===== config.mk =====
export PLATFORM = sky130hd
export DESIGN_NAME = systolic_subject_feeder_flat
export DESIGN_NICKNAME = d
export VERILOG_FILES = /design/src/rtl/systolic_subject_feeder_if.sv /design/src/rtl/systolic_subject_feeder.sv /design/src/flat_wrapper.sv
export SDC_FILE = /design/constraint.sdc
export NUM_CORES = 1
export LEC_CHECK = 0
export BUFFER_PORTS_ARGS = -buffer_cell sky130_fd_sc_hd__buf_2
export CORE_MARGIN = 4
export CORE_UTILIZATION = 65
export DETAILED_ROUTE_END_ITERATION = 8
export PLACE_DENSITY = 0.82
export REMOVE_ABC_BUFFERS = 1
export SYNTH_ARGS = -nofsm -noshare
export SYNTH_HDL_FRONTEND = slang
export SYNTH_SLANG_ARGS = --single-unit

===== constraint.sdc =====
create_clock -name clk -period 12.9 [get_ports clk]
set_input_delay 1.935 -clock clk [delete_from_list [all_inputs] [get_ports clk]]
set_output_delay 1.935 -clock clk [all_outputs]
set_load 0.005 [all_outputs]

===== src/rtl/systolic_subject_feeder_if.sv =====
// Element load channel into the subject feeder.
//   in_valid  master -> slave   element offered
//   in_ready  slave  -> master  feeder can take an element this cycle
//   in_data   master -> slave   matrix element, row-major order
interface systolic_subject_feeder_if #(
   parameter int DATA_W = 8
);
   logic              in_valid;
   logic              in_ready;
   logic [DATA_W-1:0] in_data;

   modport master (output in_valid, output in_data, input in_ready);
   modport slave  (input in_valid, input in_data, output in_ready);
endinterface


===== src/rtl/systolic_subject_feeder.sv =====
// Subject operand feeder for the west edge of an N x N PE array.
// Buffers one whole N x N matrix from a byte stream, replays it as N lanes
// with lane r delayed r cycles behind lane 0, then drives N cycles of zeros
// so the partial sums drain out of the array.
//
// Ports:
//   clk         rising-edge clock
//   clear       asynchronous active-low reset
//   feed        load channel (in_valid / in_ready / in_data)
//   abort       synchronous frame discard
//   subj_out    N lanes, lane r at [r*DATA_W +: DATA_W], to row r subject_in
//   lane_valid  lane r carries a real element this cycle
//   busy        streaming or flushing
//   done        one-cycle pulse when a frame completes
//
// state  | meaning
// IDLE   | no elements held, ready for element 0
// LOAD   | 1..N*N-1 elements held
// STREAM | skewed replay, step 0..2N-2
// FLUSH  | N cycles of zeros on every lane
module systolic_subject_feeder #(
   parameter int N      = 4,
   parameter int DATA_W = 8
) (
   input  logic                         clk,
   input  logic                         clear,
   systolic_subject_feeder_if.slave     feed,
   input  logic                         abort,
   output logic [N*DATA_W-1:0]          subj_out,
   output logic [N-1:0]                 lane_valid,
   output logic                         busy,
   output logic                         done
);
   localparam int CNT_W  = $clog2(N*N+1);
   localparam int STEP_W = $clog2(2*N);
   localparam int IDX_W  = $clog2(N*N);

   typedef enum logic [1:0] {IDLE, LOAD, STREAM, FLUSH} state_t;

   state_t                       state, state_nxt;
   logic [CNT_W-1:0]             elem_cnt, elem_cnt_nxt;
   logic [STEP_W-1:0]            step, step_nxt;
   logic [DATA_W-1:0]            buffer [N*N];
   logic [N-1:0][DATA_W-1:0]     lane_q, lane_nxt;
   logic [N-1:0]                 valid_nxt;
   logic                         busy_nxt, done_nxt;
   logic                         xfer, last_elem, step_end, flush_end;

   // abort wins over a same-edge transfer, so the element is simply dropped
   assign xfer      = feed.in_valid & feed.in_ready & ~abort;
   assign last_elem = (elem_cnt == CNT_W'(N*N-1));
   assign step_end  = (step == STEP_W'(2*N-2));
   assign flush_end = (step == STEP_W'(N-1));

   always_ff @(posedge clk or negedge clear) begin
      if (!clear) begin
         state    <= IDLE;
         elem_cnt <= '0;
         step     <= '0;
      end else begin
         state    <= state_nxt;
         elem_cnt <= elem_cnt_nxt;
         step     <= step_nxt;
      end
   end

   always_comb begin
      state_nxt    = state;
      elem_cnt_nxt = elem_cnt;
      step_nxt     = step;
      if (abort) begin
         state_nxt    = IDLE;
         elem_cnt_nxt = '0;
         step_nxt     = '0;
      end else begin
         case (state)
            IDLE, LOAD: begin
               if (xfer) begin
                  if (last_elem) begin
                     state_nxt    = STREAM;
                     elem_cnt_nxt = '0;
                     step_nxt     = '0;
                  end else begin
                     state_nxt    = LOAD;
                     elem_cnt_nxt = elem_cnt + 1'b1;
                  end
               end
            end
            STREAM: begin
               if (step_end) begin
                  state_nxt = FLUSH;
                  step_nxt  = '0;
               end else begin
                  step_nxt  = step + 1'b1;
               end
            end
            FLUSH: begin
               if (flush_end) begin
                  state_nxt = IDLE;
                  step_nxt  = '0;
               end else begin
                  step_nxt  = step + 1'b1;
               end
            end
            default: state_nxt = IDLE;
         endcase
      end
   end

   // Outputs are registered, so they are computed from the next state/step.
   // On the edge that accepts the last element only buf[0][0] is read, which
   // was written long before.
   always_comb begin
      int d;
      feed.in_ready = (state == IDLE) || (state == LOAD);
      lane_nxt      = '0;
      valid_nxt     = '0;
      d             = 0;
      for (int r = 0; r < N; r++) begin
         d = int'(step_nxt) - r;
         if (state_nxt == STREAM && d >= 0 && d < N) begin
            lane_nxt[r]  = buffer[IDX_W'(r*N + d)];
            valid_nxt[r] = 1'b1;
         end
      end
      busy_nxt = (state_nxt == STREAM) || (state_nxt == FLUSH);
      done_nxt = (state == FLUSH) && flush_end && !abort;
   end

   // Buffer contents need no reset: they are always rewritten before replay.
   always_ff @(posedge clk) begin
      if (xfer) buffer[IDX_W'(elem_cnt)] <= feed.in_data;
   end

   always_ff @(posedge clk or negedge clear) begin
      if (!clear) begin
         lane_q     <= '0;
         lane_valid <= '0;
         busy       <= 1'b0;
         done       <= 1'b0;
      end else begin
         lane_q     <= lane_nxt;
         lane_valid <= valid_nxt;
         busy       <= busy_nxt;
         done       <= done_nxt;
      end
   end

   assign subj_out = lane_q;
endmodule


===== src/flat_wrapper.sv =====
// flat-port wrapper written by rule: the top's interface ports become plain ports
module systolic_subject_feeder_flat 
#(
   parameter int N      = 4,
   parameter int DATA_W = 8
)
  (clk, clear, abort, subj_out, lane_valid, busy, done, feed_in_valid, feed_in_data, feed_in_ready);
  systolic_subject_feeder_if #(.DATA_W(DATA_W)) feed_i ();
  input  logic clk;
  input  logic clear;
  input  logic abort;
  output logic [N*DATA_W-1:0] subj_out;
  output logic [N-1:0] lane_valid;
  output logic busy;
  output logic done;
  input wire logic [$bits(feed_i.in_valid)-1:0] feed_in_valid;
  input wire logic [$bits(feed_i.in_data)-1:0] feed_in_data;
  output wire logic [$bits(feed_i.in_ready)-1:0] feed_in_ready;
  assign feed_i.in_valid = feed_in_valid;
  assign feed_i.in_data = feed_in_data;
  assign feed_in_ready = feed_i.in_ready;
  systolic_subject_feeder #(.N(N), .DATA_W(DATA_W)) u_core (.clk(clk), .clear(clear), .feed(feed_i), .abort(abort), .subj_out(subj_out), .lane_valid(lane_valid), .busy(busy), .done(done));
endmodule

==> metrics.yaml <==
status: "finished clean"
ys_ff_latch: 176
cts.sinks: 176
p_leak_nw: 3.95
synthCells: 693
powerDensity_nw_per_um2: 120
drc: 0
required_ns: 13.27
yosysTopAreaCellShare: 0.432
period_minus_slack_ns: 6.84
htreeDepth: 4
cts_resized: 0
maxCapViolCount: 0
vdd_drop_max_v: 0.000115
post_drt_wl_per_cell_um: 25.6
clock_path_buffers: 2
path_cells: "buf_2 -> nand4bb_4 -> o31a_1 -> nor2_8 -> inv_4 -> ha_1 -> xnor2_4 -> buf_4 -> inv_2 -> ha_1 -> a221oi_2 -> or4b_1 -> a21oi_1 -> a41o_1"
yosysWarnings: 0
skew_ns: 0.00819
top_layer: "met4"
finalNetCount: 755
crit_arrival_ns: 7.22
clk_latency_ns: 0.43
die_h_um: 125
postRouteAntennaNets: 0
track_usage: 0.310
die_area_um2: 15600
period_share: 0.531
hp-class: "reg -> reg"
cp-end-kind: "flip-flop"
grt.overflow.total: 0
preCtsSetupSlack_ns: 5.61
io_pins: 51
rsz0062_at_grt: "no"
synth_edf_count: 128
dp_hpwl_um: 14400
grt_pass1_vias: 6435
hold_start: "u_core.elem_cnt[0]"
slew_violations: 0
row_count: 42
fmax_ghz: 0.146
synth_area_um2: 8890
critPathMaxStageDelay_ns: 0.86
syn_area_per_cell_um2: 12.8
portBuffers: 50
grt_pass1_wl_um: 36800
synth_cell_types: 53
cts_root_buf: "clkbuf_16"
yosys.area.top_type: "edfxtp_1"
drt_wl_total_um: 23400
synthTopCellsByArea: "edfxtp_1 43%, dfrtp_1 14%, mux4_2 8.6%"
wl_met2_um: 10700
setup_viol: 0
r2r-end: "u_core.subj_out[25]"
final.setup.tns_ns: 0
reg2reg_from: "u_core.elem_cnt[0]"
first_pass_iters: 6
slew_headroom: 0.241
antenna_found_initial: 0
vias: 6442
cts_hold_buf: 0
drt_iter0_drc: 998
dr_wl_met3_um: 2990
reg2reg_depth: 14
rrSetupSlack_ns: 7.12
areaGrowthSynthToFinish_pct: 10.2
crit_path_frequent_cell: "ha_1"
coreArea_um2: 13300
synth_ff_type: "edfxtp_1"
tightest_slew_ns: 1.13
clk_transition_reported_paths_ns: 0.07
via_per_inst: 7.06
dieWidth_um: 125
gp_congestion: 0.923
grt_max_degree: 55
timing.hold.ws_ns: 0.624
num_antenna_cells: 0
worstSetupPathType: "in -> reg"
finalHoldViolCount: 0
post-cts-setup-buffer-count: 0
seq_area_frac_synth: 0.568
cts_tree: "built"
fin_util: 0.736
wl_met1_um: 8500
numCtsBuffers: 17
cpMaxStageDelayCell: "nor2_8"
critPathMaxFanout: 54
hold-path-cell-count: 2
drive_gt1_frac: 0.197
async_flop_share: 0.273
initial_core_util: 0.669
hold_end: "u_core.elem_cnt[0]"
cp-start-kind: "primary input"
setup_ws_ns: 6.06
-- worst max-delay path: cells and delay by family --
kind	cells	cell delay, ns
and+or+nand+nor	3	1.86
buffers and inverters	4	1.59
AOI/OAI and AO/OA	4	0.83
adders and majority gates	2	0.77
xor gates and xnor gates	1	0.17
-- power by group --
group / switching [mW] / internal [mW] / total (mW) / leakage (nW)
clock network: 0.222 / 0.313 / 0.535 / 0.298
registers: 0.00289 / 0.611 / 0.614 / 1.82
logic: 0.0164 / 0.00519 / 0.0216 / 1.83
-- registers in the layout, summed over array words and instances, names as in the netlist --
register	cells
u_core.buffer	128
u_core.lane_valid	4
u_core.step	3
u_core.state	2
u_core.busy	1
u_core.elem_cnt	5
u_core.done	1
u_core.subj_out	32
-- layer usage --
metal | global-route usage | up-vias
li1 | - | 2662
met1 | 0.428 | 3140
met2 | 0.470 | 539
met3 | 0.0657 | 101
met4 | 0.165 | 0
met5 | 0 | -
-- Yosys cell counts, types with 2 or more instances --
cell type  count
or3_1          3
a32oi_1       16
o21ai_0        2
o211ai_1       2
and3_1         8
a21oi_1       21
mux4_2        34
inv_2          4
nor2b_1        2
mux2i_1       48
a21o_1         2
nand2_1      174
and2_1         2
nand2b_1       3
buf_12         2
ha_1          19
dfrtp_1       48
buf_4          3
mux4_1         5
buf_1          3
nor2_1        28
a41o_1        16
a311oi_1       9
buf_6          5
nor3_1        10
edfxtp_1     128
inv_1          9
clkbuf_1      15
nand3_1       33
a22oi_1        2
buf_2         15
-- cells by family after synthesis --
kind of cell,count (synthesis),synth area share
simple gates,273,0.136
flops,176,0.568
mux,88,0.158
compound gates,76,0.0698
buf+inv,58,0.0362
fa+ha+maj,19,0.0267
xor+xnor,3,0.00591
-- how the worst max path moves through the flow --
stage / start / endpoint / slack [ns] / cells past startpoint
2_1_floorplan: abort / u_core.subj_out[24] / 6.59 / 12
3_3_place_gp: abort / u_core.subj_out[27] / 5.87 / 14
3_5_place_dp: abort / u_core.subj_out[31] / 5.61 / 14
4_1_cts: abort / u_core.subj_out[25] / 6.05 / 14
5_1_grt: abort / u_core.subj_out[25] / 5.74 / 14
6_report: abort / u_core.subj_out[25] / 6.06 / 14
-- stage by stage --
stage	std cells	area, um^2	total power, mW
2_1_floorplan	649	8620	0.632
3_3_place_gp	881	9180	0.645
3_5_place_dp	881	9180	0.647
4_1_cts	913	9790	1.17
5_1_grt	913	9790	1.20
6_report	913	9790	1.17
-- layout make-up --
class | instances | area (um^2)
clock buffers | 18 | 439
clock inverters | 14 | 176
fillers | 812 | 3500
inverters | 14 | 55.1
multi-input cells | 459 | 3560
flip-flops and latches | 176 | 5040
well taps | 176 | 220
repair buffers | 56 | 295
-- cell usage in the layout, fill, tap and decap left out, drive strengths merged, types with 3 or more instances in the layout --
master	Yosys	routed
a21oi	22	22
a311oi	9	9
a32oi	16	16
a41o	16	16
and3	8	8
buf	28	56
bufinv	0	3
clkbuf	16	18
clkinv	0	4
dfrtp	48	48
edfxtp	128	128
ha	19	19
inv	14	19
mux2i	48	48
mux4	40	40
nand2	174	174
nand2b	3	3
nand3	33	33
nor2	30	30
nor3	11	11
or3	3	3
(Power assumes the default switching activity.)
